===== config.mk =====
export PLATFORM = sky130hd
export DESIGN_NAME = arb_requester
export DESIGN_NICKNAME = d
export VERILOG_FILES = /design/src/rtl/arb_pkg.sv /design/src/rtl/sync_fifo.sv /design/src/rtl/arb_requester.sv
export SDC_FILE = /design/constraint.sdc
export NUM_CORES = 1
export LEC_CHECK = 0
export ABC_CLOCK_PERIOD_IN_PS = 4400
export CORE_MARGIN = 5
export CORE_UTILIZATION = 45
export CTS_CLUSTER_DIAMETER = 80
export CTS_CLUSTER_SIZE = 24
export DETAILED_ROUTE_END_ITERATION = 16
export HOLD_SLACK_MARGIN = 0.08
export PLACE_DENSITY_LB_ADDON = 0.05
export RECOVER_POWER = 25
export SYNTH_ARGS = -nofsm -noshare
export SYNTH_HDL_FRONTEND = slang
export SYNTH_HIERARCHICAL = 1
export SYNTH_SLANG_ARGS = --single-unit

===== constraint.sdc =====
create_clock -name clk -period 4.4 [get_ports clk]
set_input_delay 0.44 -clock clk [delete_from_list [all_inputs] [get_ports clk]]
set_output_delay 0.44 -clock clk [all_outputs]
set_load 0.01 [all_outputs]

===== src/rtl/arb_pkg.sv =====
// Shared types and sizing helpers for the arbiter requester slice.
package arb_pkg;

  typedef enum logic [1:0] {IDLE, REQ, XFER, GAP} req_state_t;

  localparam int DEF_DEPTH = 8;
  localparam int CNT_W     = $clog2(DEF_DEPTH) + 1;

  // Occupancy counters need one extra bit so "full" (== DEPTH) is representable.
  function automatic int cnt_width(input int depth);
    return $clog2(depth) + 1;
  endfunction

endpackage


===== src/rtl/sync_fifo.sv =====
// Single-clock FIFO exposing the head word and the word behind it,
// so the requester can present back-to-back bus words from registers.
module sync_fifo
  import arb_pkg::*;
#(
  parameter int DATA_W = 8,
  parameter int DEPTH  = 8
) (
  input  logic                          i_clk,
  input  logic                          i_rstN,
  input  logic                          i_push,
  input  logic [DATA_W-1:0]             i_wrData,
  input  logic                          i_pop,
  output logic [DATA_W-1:0]             o_head,
  output logic [DATA_W-1:0]             o_head2,
  output logic [cnt_width(DEPTH)-1:0]   o_count,
  output logic                          o_full,
  output logic                          o_empty
);

  localparam int AW = $clog2(DEPTH);
  localparam int CW = cnt_width(DEPTH);

  logic [DATA_W-1:0] r_mem [DEPTH];
  logic [AW-1:0]     r_wrPtr;
  logic [AW-1:0]     r_rdPtr;
  logic [CW-1:0]     r_count;
  logic              w_doPush;
  logic              w_doPop;
  logic [AW-1:0]     w_rdPtr2;

  assign w_doPush = i_push && !o_full;
  assign w_doPop  = i_pop && !o_empty;
  assign w_rdPtr2 = r_rdPtr + 1'b1;

  assign o_head  = r_mem[r_rdPtr];
  assign o_head2 = r_mem[w_rdPtr2];
  assign o_count = r_count;
  assign o_full  = (r_count == CW'(DEPTH));
  assign o_empty = (r_count == '0);

  always_ff @(posedge i_clk) begin
    if (w_doPush) r_mem[r_wrPtr] <= i_wrData;
  end

  // Pointers wrap naturally because DEPTH is a power of two.
  always_ff @(posedge i_clk or negedge i_rstN) begin
    if (!i_rstN) begin
      r_wrPtr <= '0;
      r_rdPtr <= '0;
      r_count <= '0;
    end else begin
      if (w_doPush) r_wrPtr <= r_wrPtr + 1'b1;
      if (w_doPop)  r_rdPtr <= r_rdPtr + 1'b1;
      case ({w_doPush, w_doPop})
        2'b10:   r_count <= r_count + 1'b1;
        2'b01:   r_count <= r_count - 1'b1;
        default: r_count <= r_count;
      endcase
    end
  end

endmodule


===== src/rtl/arb_requester.sv =====
// Initiator side of the shared request/grant bus: buffers local words,
// requests the bus once a burst is ready and streams it out after grant.
module arb_requester
  import arb_pkg::*;
#(
  parameter int DATA_W     = 8,
  parameter int DEPTH      = 8,
  parameter int BURST_LEN  = 4,
  parameter int GAP_CYCLES = 1
) (
  input  logic              clk,
  input  logic              rst,
  input  logic              wr_valid,
  output logic              wr_ready,
  input  logic [DATA_W-1:0] wr_data,
  input  logic              flush,
  output logic              request,
  input  logic              grant,
  output logic              bus_valid,
  output logic [DATA_W-1:0] bus_data,
  output logic              bus_last,
  output logic              busy
);

  localparam int            CW         = cnt_width(DEPTH);
  localparam logic [CW-1:0] BURST      = CW'(BURST_LEN);
  localparam logic [3:0]    GAP_RELOAD = (GAP_CYCLES > 0) ? 4'(GAP_CYCLES - 1) : 4'd0;

  req_state_t        r_state, w_stateNext;
  logic              r_request, r_busValid, r_busLast, r_flushPend, r_inTenure;
  logic [DATA_W-1:0] r_busData;
  logic [CW-1:0]     r_nwords, r_sent;
  logic [3:0]        r_gapCnt;

  logic              w_request, w_busValid, w_busLast, w_inTenure;
  logic [DATA_W-1:0] w_busData;
  logic [CW-1:0]     w_nwords, w_sent, w_sentInc, w_burstN;
  logic [3:0]        w_gapCnt;

  logic [DATA_W-1:0] w_head, w_head2;
  logic [CW-1:0]     w_count;
  logic              w_full, w_empty, w_accept, w_lastAccept, w_launch;

  sync_fifo #(.DATA_W(DATA_W), .DEPTH(DEPTH)) u_fifo (
    .i_clk   (clk),
    .i_rstN  (rst),
    .i_push  (wr_valid),
    .i_wrData(wr_data),
    .i_pop   (w_accept),
    .o_head  (w_head),
    .o_head2 (w_head2),
    .o_count (w_count),
    .o_full  (w_full),
    .o_empty (w_empty)
  );

  // bus_valid is high for the whole of XFER, so grant alone marks an accepted word.
  assign w_accept     = (r_state == XFER) && grant;
  assign w_sentInc    = r_sent + 1'b1;
  assign w_lastAccept = w_accept && (w_sentInc == r_nwords);
  assign w_launch     = (w_count >= BURST) || (r_flushPend && !w_empty);
  assign w_burstN     = (w_count < BURST) ? w_count : BURST;

  assign wr_ready  = !w_full;
  assign busy      = (r_state != IDLE) || !w_empty;
  assign request   = r_request;
  assign bus_valid = r_busValid;
  assign bus_data  = r_busData;
  assign bus_last  = r_busLast;

  always_ff @(posedge clk or negedge rst) begin
    if (!rst) begin
      r_state     <= IDLE;
      r_request   <= 1'b0;
      r_busValid  <= 1'b0;
      r_busData   <= '0;
      r_busLast   <= 1'b0;
      r_flushPend <= 1'b0;
      r_inTenure  <= 1'b0;
      r_nwords    <= '0;
      r_sent      <= '0;
      r_gapCnt    <= '0;
    end else begin
      r_state     <= w_stateNext;
      r_request   <= w_request;
      r_busValid  <= w_busValid;
      r_busData   <= w_busData;
      r_busLast   <= w_busLast;
      r_inTenure  <= w_inTenure;
      r_nwords    <= w_nwords;
      r_sent      <= w_sent;
      r_gapCnt    <= w_gapCnt;
      r_flushPend <= flush || (r_flushPend && !(r_state == REQ && grant));
    end
  end

  // The final GAP edge doubles as an IDLE decision, so request stays low
  // for exactly GAP_CYCLES cycles between tenures.
  always_comb begin
    w_stateNext = r_state;
    case (r_state)
      IDLE: if (w_launch) w_stateNext = REQ;
      REQ:  if (grant) w_stateNext = XFER;
      XFER: begin
        if (!grant)            w_stateNext = REQ;
        else if (w_lastAccept) w_stateNext = (GAP_CYCLES == 0) ? IDLE : GAP;
      end
      GAP:  if (r_gapCnt == 4'd0) w_stateNext = w_launch ? REQ : IDLE;
      default: w_stateNext = IDLE;
    endcase
  end

  always_comb begin
    w_request  = r_request;
    w_busValid = r_busValid;
    w_busData  = r_busData;
    w_busLast  = r_busLast;
    w_inTenure = r_inTenure;
    w_nwords   = r_nwords;
    w_sent     = r_sent;
    w_gapCnt   = r_gapCnt;
    case (r_state)
      IDLE: if (w_launch) w_request = 1'b1;
      REQ: begin
        if (grant) begin
          w_busValid = 1'b1;
          w_busData  = w_head;
          // A regrant after preemption resumes the tenure with its original length.
          if (!r_inTenure) begin
            w_inTenure = 1'b1;
            w_nwords   = w_burstN;
            w_sent     = '0;
            w_busLast  = (w_burstN == CW'(1));
          end else begin
            w_busLast  = (r_sent == r_nwords - 1'b1);
          end
        end
      end
      XFER: begin
        if (!grant) begin
          w_busValid = 1'b0;
          w_busLast  = 1'b0;
        end else if (w_lastAccept) begin
          w_request  = 1'b0;
          w_busValid = 1'b0;
          w_busLast  = 1'b0;
          w_inTenure = 1'b0;
          w_sent     = '0;
          w_gapCnt   = GAP_RELOAD;
        end else begin
          w_busData  = w_head2;
          w_sent     = w_sentInc;
          w_busLast  = (w_sentInc == r_nwords - 1'b1);
        end
      end
      GAP: begin
        if (r_gapCnt == 4'd0) begin
          if (w_launch) w_request = 1'b1;
        end else begin
          w_gapCnt = r_gapCnt - 1'b1;
        end
      end
      default: w_request = 1'b0;
    endcase
  end

endmodule

# [Word-level counts from Yosys, hierarchy flattened]
# Memories as Yosys holds them, arrays and structs flattened.
# Index checks and enable logic that the tools add are counted.
[classes] n_addsub=7 n_lt_le_gt_ge=2 eq_ne=19 muxes=38 bitwise_logic=1 reduce_logical=30
[ops] op="4-bit 2-to-1 mux" n=8
[ops] op="8-bit 2-to-1 mux" n=3
[ops] op="4-bit one-hot mux with 2 select lines" n=3
[ops] op="4-bit AND reduction" n=6
[ops] op="2-bit inequality test (second input constant)" n=8
[ops] op="8-bit one-hot mux with 2 select lines" n=1
[ops] op="1-bit 2-to-1 mux" n=13
[ops] op="4-bit == test" n=3
[ops] op="4-bit by 1-bit subtractor with 4-bit output (second input constant)" n=3
[ops] op="2-bit 2-to-1 mux" n=5
[ops] op="4-bit by 1-bit adder with 4-bit output (second input constant)" n=2
[ops] op="4-bit zero test" n=2
[ops] op="2-bit one-hot mux with 4 select lines" n=1
[ops] op="2-bit nonzero test" n=4
[ops] op="1-bit logical AND" n=7
[ops] op="3-bit by 1-bit adder with 3-bit output (second input constant)" n=2
[ops] op="2-bit == test (second input constant)" n=3
[ops] op="1-bit one-hot mux with 2 select lines" n=3
[ops] op="3-bit AND reduction" n=2
[ops] op="2-bit by 1-bit == test with 1-bit output (second input constant)" n=2
[ops] op="4-bit by 1-bit == test with 1-bit output (second input constant)" n=1
[ops] op="4-bit == test (second input constant)" n=1
[ops] op="4-bit by 3-bit >= comparator with 1-bit output (second input constant)" n=1
[ops] op="4-bit by 3-bit less-than comparator with 1-bit output (second input constant)" n=1
[ops] op="8 further kinds" n=12
[totals] reg_bits=37 ram_bits=64 inputBits=13 mem_count=1
[memory_table] memory="u_fifo.r_mem" words=8 width=8 rd=2 rd_ports_with_merged_regs=0 write_ports=1 line_no="sync_fifo.sv:24" text="logic [DATA_W-1:0] r_mem [DEPTH];"

# [Longest topological paths before layout]
[logic_depth] word_depth=7 mapped_depth=9

# [By module]
# Netlist, hierarchy kept.
[modules_own_cells] module="sync_fifo" instances=1 cells_each=190 area_per_inst_um2=3669.8 seq_area_each_um2=2172.1
[modules_own_cells] module="arb_requester" instances=1 cells_each=151 area_per_inst_um2=1551.5 seq_area_each_um2=675.6

# [Least setup slack after synthesis]
# No wires, ideal clock.
[synth_path] path_type="reg2reg" start="reg u_fifo.r_count[0] (netlist: u_fifo/o_count[0])" end="reg u_fifo.r_count[3] (netlist: u_fifo/o_count[3])" setup_time_ns=0.134 arrival_ns=2.584 t_required_ns=4.266 path_slack_ns=1.682 stages_incl_launch_ff=9 path_buffers=1 synth_period_minus_slack_ns=2.718 path_cell_list="dfrtp_1 > buf_2 > or4b_4 > nand2_2 > ha_1 > ha_1 > or4b_2 > o311ai_0 > o211ai_1"
[synth_between] elab_chain_len=5 word_cells_on_any_way=12 classes_between="add/sub (2); eq/ne (3); mux (1); reduce/logical (6)"
[synth_rtl] item="start: declaration" line_no="sync_fifo.sv:27" text="logic [CW-1:0] r_count;"
[synth_rtl] item="start signal: assignment" line_no="sync_fifo.sv:56" text="2'b10: r_count <= r_count + 1'b1;"
[synth_rtl] item="start signal: assignment" line_no="sync_fifo.sv:57" text="2'b01: r_count <= r_count - 1'b1;"
[synth_rtl] item="start signal: assignment" line_no="sync_fifo.sv:58" text="default: r_count <= r_count;"
[synth_rtl] item="4-bit == test / 4-bit zero test (equally long branches)" line_no="sync_fifo.sv:39, sync_fifo.sv:40"
[synth_rtl] item="1-bit zero test, on equally long branches" line_no="sync_fifo.sv:32, sync_fifo.sv:33"
[synth_rtl] item="1-bit logical AND, on equally long branches" line_no="sync_fifo.sv:32, sync_fifo.sv:33"
[synth_rtl] item="2-bit by 1-bit == test with 1-bit output / 2-bit == test (equally long branches)" line_no="sync_fifo.sv:55" text="case ({w_doPush, w_doPop})"
[synth_rtl] item="4-bit one-hot mux with 2 select lines / 2-bit nonzero test (equally long branches)"
# Several ways; a longest one is shown, not always the timed one.
# A chain may end at the register's enable or synchronous reset.

# [Final worst setup path]
# Ends and elaborated chain as after synthesis.

==> results.txt <==
Psw = 1.419 mW
Largest net degree at the start of global routing = 38
Hold path startpoint = request
Hpwl dp = 6718 um
Final clock skew = 0.009529 ns
Cells after Synth = 341
Vias in the first global route = 2978
Setup crit start kind = flip-flop
CTS tree = done
Critical Path Sink Type = flip-flop
DIE HEIGHT = 117.7 um
Mapped Avg Cell Area = 15.31 um2
WP data arrival = 3.13 ns
Register clock-pin slew on the reported worst setup and hold paths = 0.07 ns
Fin. max-slew vios = 38
Hold depth = 2
Sequential share of power = 37.5%
CP startpoint = u_fifo/o_count[0]
Post-route clock period utilization = 66.11%
Register area share after synthesis = 54.54%
Post-synth EDFFs = 64
Synth Flop Type = edfxtp_1
Clock Tree Buf Depth = 2
Syn_nets = 364
Family with the most delay on the worst path = simple AND/OR/NAND/NOR gates
# rows = 39
# DRC = 0
DP Area = 5543 um2
Post-CTS sizing = 0
DR pass1 iterations = 6
Critical path, cell by cell = or4b_4, nand2_2, ha_1, ha_1, or4b_2, o311ai_0, o211ai_1
Internal = 2.549 mW
Reg-to-reg startpoint = u_fifo/o_count[0]
Die X = 117.7 um
Combinational Power Share = 43.7%
TritonCTS Buffers = 9
Slowest library cell on the worst path = or4b_2
Total track usage = 15.48%
Die area = 13860 um2
Worst EP required = 4.62 ns
VDD IR-drop max = 393.0 uV
Worst reg2reg path depth = 7
RR Endpoint = u_fifo/o_count[3]
Clock root cell = clkbuf_16
Ys async rst share = 36.63%
Initial antenna violation count = 0
Area grow syn2layout = 11.41%
Pwr Density = 682.1 nW/um2
Crit-path max cell delay = 0.64 ns
Final RePlAce weighted congestion = 0.7597
Hold_buf cts = 0
Layout cells sized above 1 = 17.34%
Status = finished with violations
Worst-margin pin slew = 2.019 ns
Final ANT Viol Nets = 0
R2r setup slk = 1.49 ns
H-tree Lvls = 3
Worst Path Buf+Inv = 0
Clock period minus worst slack = 2.909 ns
DR vias/cell = 5.592
Switching Fraction = 35.76%
Mapped cell area = 5221 um2
Ant diodes = 0
Max cap viols = 1
Final Hold Fails = 0
First DRT Iteration DRCs = 200
Final wirelength = 10100 um
Maximum fanout along the worst path = 9
Sink of the worst hold path = request
Pleak = 2.140 nW
Final global-route overflow total = 0
Final setup violation count = 0
CP dominant cell by count = ha_1
NumNets Final = 387
Synth cell types = 53
Wire per inst = 19.73 um
Setup TNS = 0 ns
Worst hold path class = flip-flop to flip-flop
RSZ-0062 raised after global routing = no
First-pass GRT wire length = 16510 um
DR vias = 2863
Starting Density = 45.73%
Fmax = 343.8 MHz
Yosys reg bits = 101
Clock sink total = 101
Final Instance Area = 5817 um2
Failing checks = max-capacitance violations, max-slew violations
Port bufs = 25
Area of the core = 11420 um2
Worst setup path class = flip-flop to flip-flop
Worst skew pair latency = 0.35 ns
Max-slew headroom = -34.63%
Ys Warns = 6
Setup Fix Bufs, Post-CTS = 0
Clock share of power = 18.8%
# IOs = 26
==> power by group through the flow <==
stage	sequential [mW]	combinational, mW	clock (mW)
detailed placement	1.51	1.76	0
CTS	1.49	1.77	0.772
floorplan	1.43	1.43	0
global route	1.53	1.90	0.811
global placement	1.51	1.74	0
finish	1.49	1.74	0.744
==> Yosys cell counts (2+ instances only) <==
cell type,n,area share (%)
nand2_1,15,1.1
ha_1,9,2.2
a21oi_1,13,1.2
xnor2_2,2,0.62
a22o_2,2,0.38
edfxtp_1,64,37
o2bb2ai_1,2,0.34
nor4_1,2,0.24
mux2i_1,12,2.3
o21ai_0,11,1.1
mux2_2,18,3.9
or2_2,2,0.24
nand2b_1,4,0.48
buf_6,4,0.86
nand3_1,8,0.77
buf_2,7,0.67
xnor2_1,12,2.0
inv_1,16,1.2
mux4_2,12,5.2
nor3_1,4,0.38
nor2_1,24,1.7
nand3b_1,2,0.29
and3b_1,2,0.34
dfrtp_1,37,18
mux4_1,20,10
buf_12,2,0.77
xor2_1,6,1.0
nor3b_1,4,0.58
==> worst max path at each step <==
stage / slack [ns] / end / depth (start not counted)
floorplan: 1.68 / u_fifo/o_count[3] / 8
global route: 1.34 / u_fifo/o_count[3] / 7
finish: 1.49 / u_fifo/o_count[3] / 7
detailed placement: 1.20 / u_fifo/o_count[3] / 9
CTS: 1.46 / u_fifo/o_count[3] / 7
global placement: 1.28 / u_fifo/o_count[3] / 9
==> cell usage in the layout (no fill, tap or decap), types with 6 or more instances in the layout <==
cell / Yosys / layout
edfxtp_1: 64 / 64
dfrtp_1: 37 / 37
nor2_1: 24 / 24
clkdlybuf4s50_1: 0 / 21
mux4_1: 20 / 20
mux2_2: 18 / 18
inv_1: 16 / 16
nand2_1: 15 / 15
a21oi_1: 13 / 13
xnor2_1: 12 / 12
mux2i_1: 12 / 12
mux4_2: 12 / 12
o21ai_0: 11 / 11
ha_1: 9 / 9
clkbuf_16: 0 / 9
nand3_1: 8 / 8
xor2_1: 6 / 6
==> cells by family (layout without fill, tap and decap cells) <==
kind of cell | count (synthesis) | after routing | share of synthesized area (%)
flip-flops | 101 | 101 | 54.54
AND/OR/NAND/NOR | 74 | 74 | 7.261
multiplexers | 63 | 63 | 21.64
AO/OA/AOI/OAI | 40 | 40 | 5.944
buffers and inverters | 31 | 59 | 3.594
XOR/XNOR | 22 | 22 | 4.481
adder cells (fa/ha/maj) | 10 | 10 | 2.540
==> final cells by class <==
| class | count | area (um2) |
|---|---|---|
| multi-input combinational | 209 | 2196 |
| clock buffer | 11 | 232.7 |
| fill | 981 | 5602 |
| timing repair buffer | 27 | 259.0 |
| tap | 143 | 178.9 |
| sequential | 101 | 2848 |
| clock inverter | 5 | 42.54 |
| inverter | 16 | 60.06 |
==> stage by stage <==
stage | util (%) | instances | hold WS [ns] | power, mW | setup slack [ns]
after floorplan | - | 341 | 0.1444 | 2.861 | 1.682
after global placement | 48.54 | 496 | 0.4990 | 3.249 | 1.277
after detailed placement | 48.54 | 496 | 0.5015 | 3.269 | 1.204
after CTS | 50.95 | 512 | 0.2250 | 4.034 | 1.463
after global routing | 50.94 | 512 | 0.5603 | 4.250 | 1.336
final | 50.94 | 512 | 0.5179 | 3.968 | 1.491
==> sequential cells by signal, summed over array words and instances (netlist names), 2 cells and up <==
signal and flops:
bus_data 8, r_gapCnt 4, r_nwords 4, r_sent 4, r_state 2, u_fifo/o_count 4, u_fifo/r_mem 64, u_fifo/r_rdPtr 3
u_fifo/r_wrPtr 3
==> layer usage <==
metal | vias up | GRT usage [%] | part of all wire [%]
met2 | 45 | 26.80 | 52
li1 | 1367 | - | -
met4 | 0 | 4.588 | 1.3
met5 | - | 0 | 0
met3 | 12 | 4.613 | 4.5
met1 | 1439 | 18.68 | 43
==> worst min-delay path: stages (launching register included) <==
cell,delay (ns)
dfrtp_1,0.36
a41oi_1,0.05
nor2_1,0.08
No activity file was read; power rests on OpenSTA's default activity.
